`src/rtl/vx_gbar_unit_pkg.sv`:
```
// Shared definitions for the cluster-level global-barrier responder.
// Provides the default barrier/core counts, the derived bus field widths and
// the packed request layout carried on the gbar request bus.
package vx_gbar_unit_pkg;

    // $clog2 that never returns 0, so a single-entry field still has one bit.
    function automatic int clog2_min1(input int n);
        return (n > 1) ? $clog2(n) : 1;
    endfunction

    localparam int GBAR_NUM_BARRIERS = 4;
    localparam int GBAR_NUM_CORES    = 4;
    localparam int GBAR_BAR_W        = clog2_min1(GBAR_NUM_BARRIERS);
    localparam int GBAR_CORE_W       = clog2_min1(GBAR_NUM_CORES);

    typedef struct packed {
        logic [GBAR_BAR_W-1:0]  id;
        logic [GBAR_CORE_W-1:0] size_m1;
        logic [GBAR_CORE_W-1:0] core_id;
    } gbar_req_t;

endpackage

```
`src/rtl/vx_gbar_unit_popcount.sv`:
```
// Population count of a core arrival mask.
//   mask   in  N      arrival mask
//   count  out CNT_W  number of set bits
module vx_gbar_popcount #(
    parameter int N     = 4,
    parameter int CNT_W = 3
) (
    input  logic [N-1:0]     mask,
    output logic [CNT_W-1:0] count
);

    always_comb begin
        count = '0;
        for (int i = 0; i < N; i++) begin
            count = count + CNT_W'(mask[i]);
        end
    end

endmodule

```
`src/rtl/vx_gbar_unit.sv`:
```
// Global-barrier responder. Collects per-barrier core arrivals from the
// socket gbar arbiters and broadcasts a one-cycle release once every
// participating core of a barrier has arrived.
//   clk          in   1       clock
//   reset        in   1       synchronous active-high reset
//   req_valid    in   1       barrier arrival request
//   req_id       in   BAR_W   barrier index
//   req_size_m1  in   CORE_W  participating cores minus one
//   req_core_id  in   CORE_W  arriving core
//   req_ready    out  1       request accepted when req_valid && req_ready
//   rsp_valid    out  1       one-cycle release broadcast
//   rsp_id       out  BAR_W   released barrier index
//   busy         out  1       some barrier has a partial arrival mask
module vx_gbar_unit
    import vx_gbar_unit_pkg::*;
#(
    parameter int NUM_BARRIERS = GBAR_NUM_BARRIERS,
    parameter int NUM_CORES    = GBAR_NUM_CORES,
    localparam int BAR_W       = clog2_min1(NUM_BARRIERS),
    localparam int CORE_W      = clog2_min1(NUM_CORES)
) (
    input  logic              clk,
    input  logic              reset,
    input  logic              req_valid,
    input  logic [BAR_W-1:0]  req_id,
    input  logic [CORE_W-1:0] req_size_m1,
    input  logic [CORE_W-1:0] req_core_id,
    output logic              req_ready,
    output logic              rsp_valid,
    output logic [BAR_W-1:0]  rsp_id,
    output logic              busy
);

    logic [NUM_CORES-1:0] mask_r [NUM_BARRIERS];
    logic [CORE_W-1:0]    size_r [NUM_BARRIERS];
    logic                 ready_r;

    logic                 id_ok;
    logic                 core_ok;
    logic                 accept_p0;
    logic [NUM_CORES-1:0] cur_mask_p0;
    logic [NUM_CORES-1:0] core_bit_p0;
    logic [NUM_CORES-1:0] new_mask_p0;
    logic                 dup_p0;
    logic                 active_p0;
    logic [CORE_W-1:0]    eff_size_p0;
    logic [CORE_W:0]      new_cnt_p0;
    logic [CORE_W:0]      target_p0;
    logic                 release_p0;

    logic                 rsp_valid_p1;
    logic [BAR_W-1:0]     rsp_id_p1;

    // ---- stage p0: decode the arrival against the stored barrier state ----
    // Out-of-range ids/cores are accepted (ready stays high) but never
    // touch state; only possible for non power-of-two configurations.
    always_comb begin
        id_ok       = int'(req_id) < NUM_BARRIERS;
        core_ok     = int'(req_core_id) < NUM_CORES;
        accept_p0   = req_valid && ready_r && id_ok && core_ok;
        cur_mask_p0 = id_ok ? mask_r[req_id] : '0;
        core_bit_p0 = core_ok ? (NUM_CORES'(1) << req_core_id) : '0;
        new_mask_p0 = cur_mask_p0 | core_bit_p0;
        dup_p0      = |(cur_mask_p0 & core_bit_p0);
        active_p0   = |cur_mask_p0;
        // The first arrival defines the group size; later sizes are ignored.
        eff_size_p0 = (active_p0 && id_ok) ? size_r[req_id] : req_size_m1;
        target_p0   = {1'b0, eff_size_p0} + (CORE_W + 1)'(1);
        // A repeated arrival can never complete a barrier on its own.
        release_p0  = accept_p0 && !dup_p0 && (new_cnt_p0 == target_p0);
    end

    vx_gbar_popcount #(
        .N     (NUM_CORES),
        .CNT_W (CORE_W + 1)
    ) u_popcount (
        .mask  (new_mask_p0),
        .count (new_cnt_p0)
    );

    // ---- stage p1: state update and registered release ----
    always_ff @(posedge clk) begin
        if (reset) begin
            ready_r      <= 1'b0;
            rsp_valid_p1 <= 1'b0;
            rsp_id_p1    <= '0;
            for (int b = 0; b < NUM_BARRIERS; b++) begin
                mask_r[b] <= '0;
                size_r[b] <= '0;
            end
        end else begin
            ready_r      <= 1'b1;
            rsp_valid_p1 <= release_p0;
            if (release_p0) begin
                rsp_id_p1 <= req_id;
            end
            if (accept_p0) begin
                if (!active_p0) begin
                    size_r[req_id] <= req_size_m1;
                end
                mask_r[req_id] <= release_p0 ? '0 : new_mask_p0;
            end
        end
    end

    always_comb begin
        busy = 1'b0;
        for (int b = 0; b < NUM_BARRIERS; b++) begin
            busy = busy | (|mask_r[b]);
        end
    end

    assign req_ready = ready_r;
    assign rsp_valid = rsp_valid_p1;
    assign rsp_id    = rsp_id_p1;

`ifndef SYNTHESIS
    always @(posedge clk) begin
        if (!reset && req_valid && ready_r) begin
            assert (id_ok)
                else $error("gbar request with out-of-range barrier id %0d", req_id);
            assert (core_ok)
                else $error("gbar request with out-of-range core id %0d", req_core_id);
        end
    end
`endif

endmodule

```
`config.mk`:
```
export PLATFORM = sky130hd
export DESIGN_NAME = vx_gbar_unit
export DESIGN_NICKNAME = d
export VERILOG_FILES = /design/src/rtl/vx_gbar_unit_pkg.sv /design/src/rtl/vx_gbar_unit_popcount.sv /design/src/rtl/vx_gbar_unit.sv
export SDC_FILE = /design/constraint.sdc
export NUM_CORES = 1
export LEC_CHECK = 0
export BUFFER_PORTS_ARGS = -buffer_cell sky130_fd_sc_hd__clkbuf_2
export CAP_MARGIN = 5
export CORE_UTILIZATION = 32
export DETAILED_ROUTE_END_ITERATION = 12
export GPL_ROUTABILITY_DRIVEN = 0
export HOLD_SLACK_MARGIN = 0.06
export PLACE_DENSITY = 0.51
export SLEW_MARGIN = 25
export SYNTH_ARGS = -nofsm -noshare
export SYNTH_HDL_FRONTEND = slang
export SYNTH_SLANG_ARGS = --single-unit
```
`constraint.sdc`:
```
create_clock -name clk -period 5.5 [get_ports clk]
set_input_delay 0.55 -clock clk [delete_from_list [all_inputs] [get_ports clk]]
set_output_delay 0.55 -clock clk [all_outputs]
set_load 0.01 [all_outputs]
```
==> load_flow_metrics.sql <==
INSERT INTO impl_metrics (metric_group, metric, value, unit) VALUES
('hold_path', 'hold_path_startpoint', 'rsp_id[0]$_SDFFE_PP0P_', ''),
('logic_synthesis', 'muxShareOfSynthArea', '0.127', ''),
('grt', 'largest_net_degree_at_the_start_of_global_routing', '17', ''),
('floorplan', 'design.die.area', '0.00522', 'mm2'),
('worst_setup_path', 'cp_common_cell', 'sky130_fd_sc_hd__inv_1', ''),
('grt', 'globalRoute.totalOverflow', '0', ''),
('logic_synthesis', 'synth-edff-count', '24', ''),
('timing', 'final_period_minus_worst_setup_slack', '4170', 'ps'),
('floorplan', 'dieHeight', '72.3', 'um'),
('cts', 'post-cts-setup-buffers', '0', ''),
('power', 'power.density', '256', 'mW/mm2'),
('detailed_routing', 'routed_wirelength', '3110', 'um'),
('timing', 'finalMaxSlewViolations', '0', ''),
('run', 'maxCapViolations', '0', ''),
('worst_setup_path', 'arrival', '4180', 'ps'),
('worst_setup_path', 'critical_path_class', 'in2reg', ''),
('logic_synthesis', 'synthesis.area_per_instance', '12.3', 'um2'),
('timing', 'setup_tns', '0', 'ps'),
('floorplan', 'num_io_pins', '14', ''),
('worst_setup_path', 'reg2reg_slack', '1550', 'ps'),
('logic_synthesis', 'synth_cell_type_count', '38', ''),
('worst_setup_path', 'critPathCaptureType', 'register', ''),
('timing', 'hold_violation_count_in_the_final_report', '0', ''),
('logic_synthesis', 'synth_simple_gate_area_frac', '0.173', ''),
('timing', 'skew', '5.01', 'ps'),
('detailed_routing', 'drt-wirelength-per-cell', '15.2', 'um'),
('worst_setup_path', 'critical_path.cell_chain', 'clkbuf_2 > mux4_2 > a21oi_1 > inv_1 > ha_1 > inv_1 > fa_1 > inv_1 > ha_1 > xnor2_1 > nand4_1 > or2_1 > o211ai_4 > nor3_1', ''),
('timing', 'setup-violations-final', '0', ''),
('floorplan', 'initial_core_util', '0.335', ''),
('floorplan', 'die_w', '72.3', 'um'),
('power', 'combinationalPowerShare', '0.187', ''),
('power', 'p_leak', '0.000647', 'uW'),
('cts', 'postCtsResizedCells', '0', ''),
('placed_design', 'hpwlAfterDp', '2390', 'um'),
('timing', 'relSlewSlack', '0.574', ''),
('logic_synthesis', 'post_synth_fa_ha_maj_area_fraction', '0.0364', ''),
('placed_design', 'placement.io_buffers', '13', ''),
('floorplan', 'core_rows', '25', ''),
('cts', 'cts_buffer_depth', '2', ''),
('final_layout', 'layout.nets', '152', ''),
('cts', 'clock_latency_on_the_worst_skew_pair', '270', 'ps'),
('worst_setup_path', 'cp_data_required_time', '5510', 'ps'),
('detailed_routing', 'post_route_antenna_net_violation_count', '0', ''),
('logic_synthesis', 'synthFlopType', 'sky130_fd_sc_hd__edfxtp_1', ''),
('logic_synthesis', 'yosysTopAreaCellShare', '0.456', ''),
('worst_setup_path', 'critical_path.reg2reg.startpoint', 'mask_r[3][0]$_DFFE_PP_', ''),
('logic_synthesis', 'fraction_of_the_yosys_area_taken_by_sequential_cells', '0.507', ''),
('logic_synthesis', 'synth_top_family_by_area', 'simple AND/OR/NAND/NOR gates', ''),
('power', 'internal_power', '323', 'uW'),
('cts', 'post_cts_hold_buffers', '0', ''),
('power', 'power_frac_clock', '0.256', ''),
('run_status', 'outcome', 'completed', ''),
('worst_setup_path', 'worstReg2RegEnd', 'mask_r[0][1]$_SDFFCE_PN0P_', ''),
('cts', 'cts_buffers', '3', ''),
('grt', 'grt_pass1_wl', '5100', 'um'),
('detailed_routing', 'drc_violation_count_after_routing', '0', ''),
('final_layout', 'n_antenna_cell', '0', ''),
('logic_synthesis', 'fraction_of_the_mapped_netlist_area_in_compound_gates', '0.0800', ''),
('logic_synthesis', 'yosys_register_bits', '28', ''),
('power', 'p_seq_frac', '0.558', ''),
('final_layout', 'layout-drive-gt1-share', '0.188', ''),
('grt', 'number_of_global_route_vias_before_repair', '1026', ''),
('floorplan', 'placeableCoreArea', '0.00472', 'mm2'),
('logic_synthesis', 'asyncSetResetFlopFracSynth', '0', ''),
('logic_synthesis', 'post_synth_xor_area_fraction', '0.0111', ''),
('hold_path', 'hold-path-cell-count', '2', ''),
('logic_synthesis', 'synthTopCellsByArea', 'sky130_fd_sc_hd__edfxtp_1 46%, sky130_fd_sc_hd__mux4_1 10%, sky130_fd_sc_hd__dfxtp_1 5.1%', ''),
('worst_setup_path', 'worst_r2r_path_depth', '13', ''),
('detailed_routing', 'first_iter_violations', '46', ''),
('logic_synthesis', 'synth_cells', '128', ''),
('worst_setup_path', 'timing.critical_path.slowest_cell_delay', '620', 'ps');
==> metrics by stage <==
| step | utilization | std cells | hold slack (ps) | power, uW | cell area [um2] |
|---|---|---|---|---|---|
| 6_report | 0.362 | 205 | 464 | 438 | 1710 |
| 5_1_grt | 0.362 | 205 | 497 | 460 | 1710 |
| 4_1_cts | 0.362 | 205 | 466 | 444 | 1710 |
| 3_5_place_dp | 0.353 | 201 | 447 | 332 | 1670 |
| 3_3_place_gp | 0.353 | 201 | 448 | 328 | 1670 |
| 2_1_floorplan | - | 128 | 479 | 311 | 1580 |
==> layer usage <==
| layer | wire length, um | track usage | vias up |
|---|---|---|---|
| met5 | 0 | 0 | - |
| met4 | 41 | 0.0458 | 0 |
| met3 | 120 | 0.0194 | 4 |
| met2 | 1500 | 0.214 | 24 |
| met1 | 1450 | 0.183 | 508 |
| li1 | - | - | 500 |
==> worst min path at each step <==
stage	end	slack (ps)
after floorplan	rsp_id[0]$_SDFFE_PP0P_	480
after global placement	rsp_id[1]$_SDFFE_PP0P_	450
after detailed placement	rsp_id[0]$_SDFFE_PP0P_	450
after CTS	rsp_id[0]$_SDFFE_PP0P_	470
after global routing	rsp_id[0]$_SDFFE_PP0P_	500
final	rsp_id[0]$_SDFFE_PP0P_	460
==> state kept, by name, indices dropped and copies added (netlist names) <==
name,flops
mask_r,16
rsp_id,2
rsp_valid,1
size_r,8
req_ready,1
==> synthesized netlist by cell type, types with 2 or more instances <==
library cell,instances
sky130_fd_sc_hd__a21oi_1,4
sky130_fd_sc_hd__and2_1,2
sky130_fd_sc_hd__buf_6,2
sky130_fd_sc_hd__dfxtp_1,4
sky130_fd_sc_hd__edfxtp_1,24
sky130_fd_sc_hd__ha_1,3
sky130_fd_sc_hd__inv_1,11
sky130_fd_sc_hd__mux2i_1,2
sky130_fd_sc_hd__mux4_1,6
sky130_fd_sc_hd__nand2_1,12
sky130_fd_sc_hd__nand4_1,2
sky130_fd_sc_hd__nor2_1,12
sky130_fd_sc_hd__nor3_1,14
sky130_fd_sc_hd__nor4_1,4
sky130_fd_sc_hd__o21ai_0,2
sky130_fd_sc_hd__xnor2_1,2
==> final cells by class <==
type | count | area [um2]
Timing Repair Buffer | 13 | 65.1
Inverter | 11 | 41.3
Sequential cell | 28 | 801
Clock buffer | 4 | 45.0
Multi-Input combinational cell | 82 | 676
Tap cell | 67 | 83.8
Fill cell | 472 | 3010
==> layout by cell type (no fill, tap or decap), types with 2 or more instances in the layout <==
cell type / n
sky130_fd_sc_hd__xnor2_1: 2
sky130_fd_sc_hd__mux2i_1: 2
sky130_fd_sc_hd__nor4_1: 4
sky130_fd_sc_hd__a21oi_1: 4
sky130_fd_sc_hd__o21ai_0: 2
sky130_fd_sc_hd__and2_1: 2
sky130_fd_sc_hd__nand2_1: 12
sky130_fd_sc_hd__mux4_1: 6
sky130_fd_sc_hd__clkbuf_2: 13
sky130_fd_sc_hd__clkbuf_8: 3
sky130_fd_sc_hd__edfxtp_1: 24
sky130_fd_sc_hd__inv_1: 11
sky130_fd_sc_hd__dfxtp_1: 4
sky130_fd_sc_hd__nor2_1: 12
sky130_fd_sc_hd__nand4_1: 2
sky130_fd_sc_hd__nor3_1: 14
sky130_fd_sc_hd__ha_1: 3
==> kinds of logic (layout without fill, tap and decap cells) <==
group | after synthesis | after routing
buffers and inverters | 18 | 28
XOR/XNOR | 2 | 2
flip-flops | 28 | 28
multiplexers | 9 | 9
AND/OR/NAND/NOR | 53 | 53
AO/OA/AOI/OAI | 14 | 14
adder cells (fa/ha/maj) | 4 | 4
==> worst max-delay path: cells and delay by family <==
kind | cells | cell delay (ps)
AOI/OAI and AO/OA | 2 | 890
xor gates and xnor gates | 1 | 230
adders and majority gates | 3 | 890
buffers and inverters | 4 | 480
muxes | 1 | 620
and+or+nand+nor | 3 | 490
==> power groups by stage <==
| stage | combinational (uW) | sequential, uW | clock, uW |
|---|---|---|---|
| after floorplan | 62.9 | 248 | 0 |
| after global placement | 79.3 | 249 | 0 |
| after detailed placement | 82.4 | 249 | 0 |
| after CTS | 82.6 | 244 | 117 |
| after global routing | 91.8 | 245 | 123 |
| final | 81.7 | 244 | 112 |
Power figures use the tool's default switching activity.
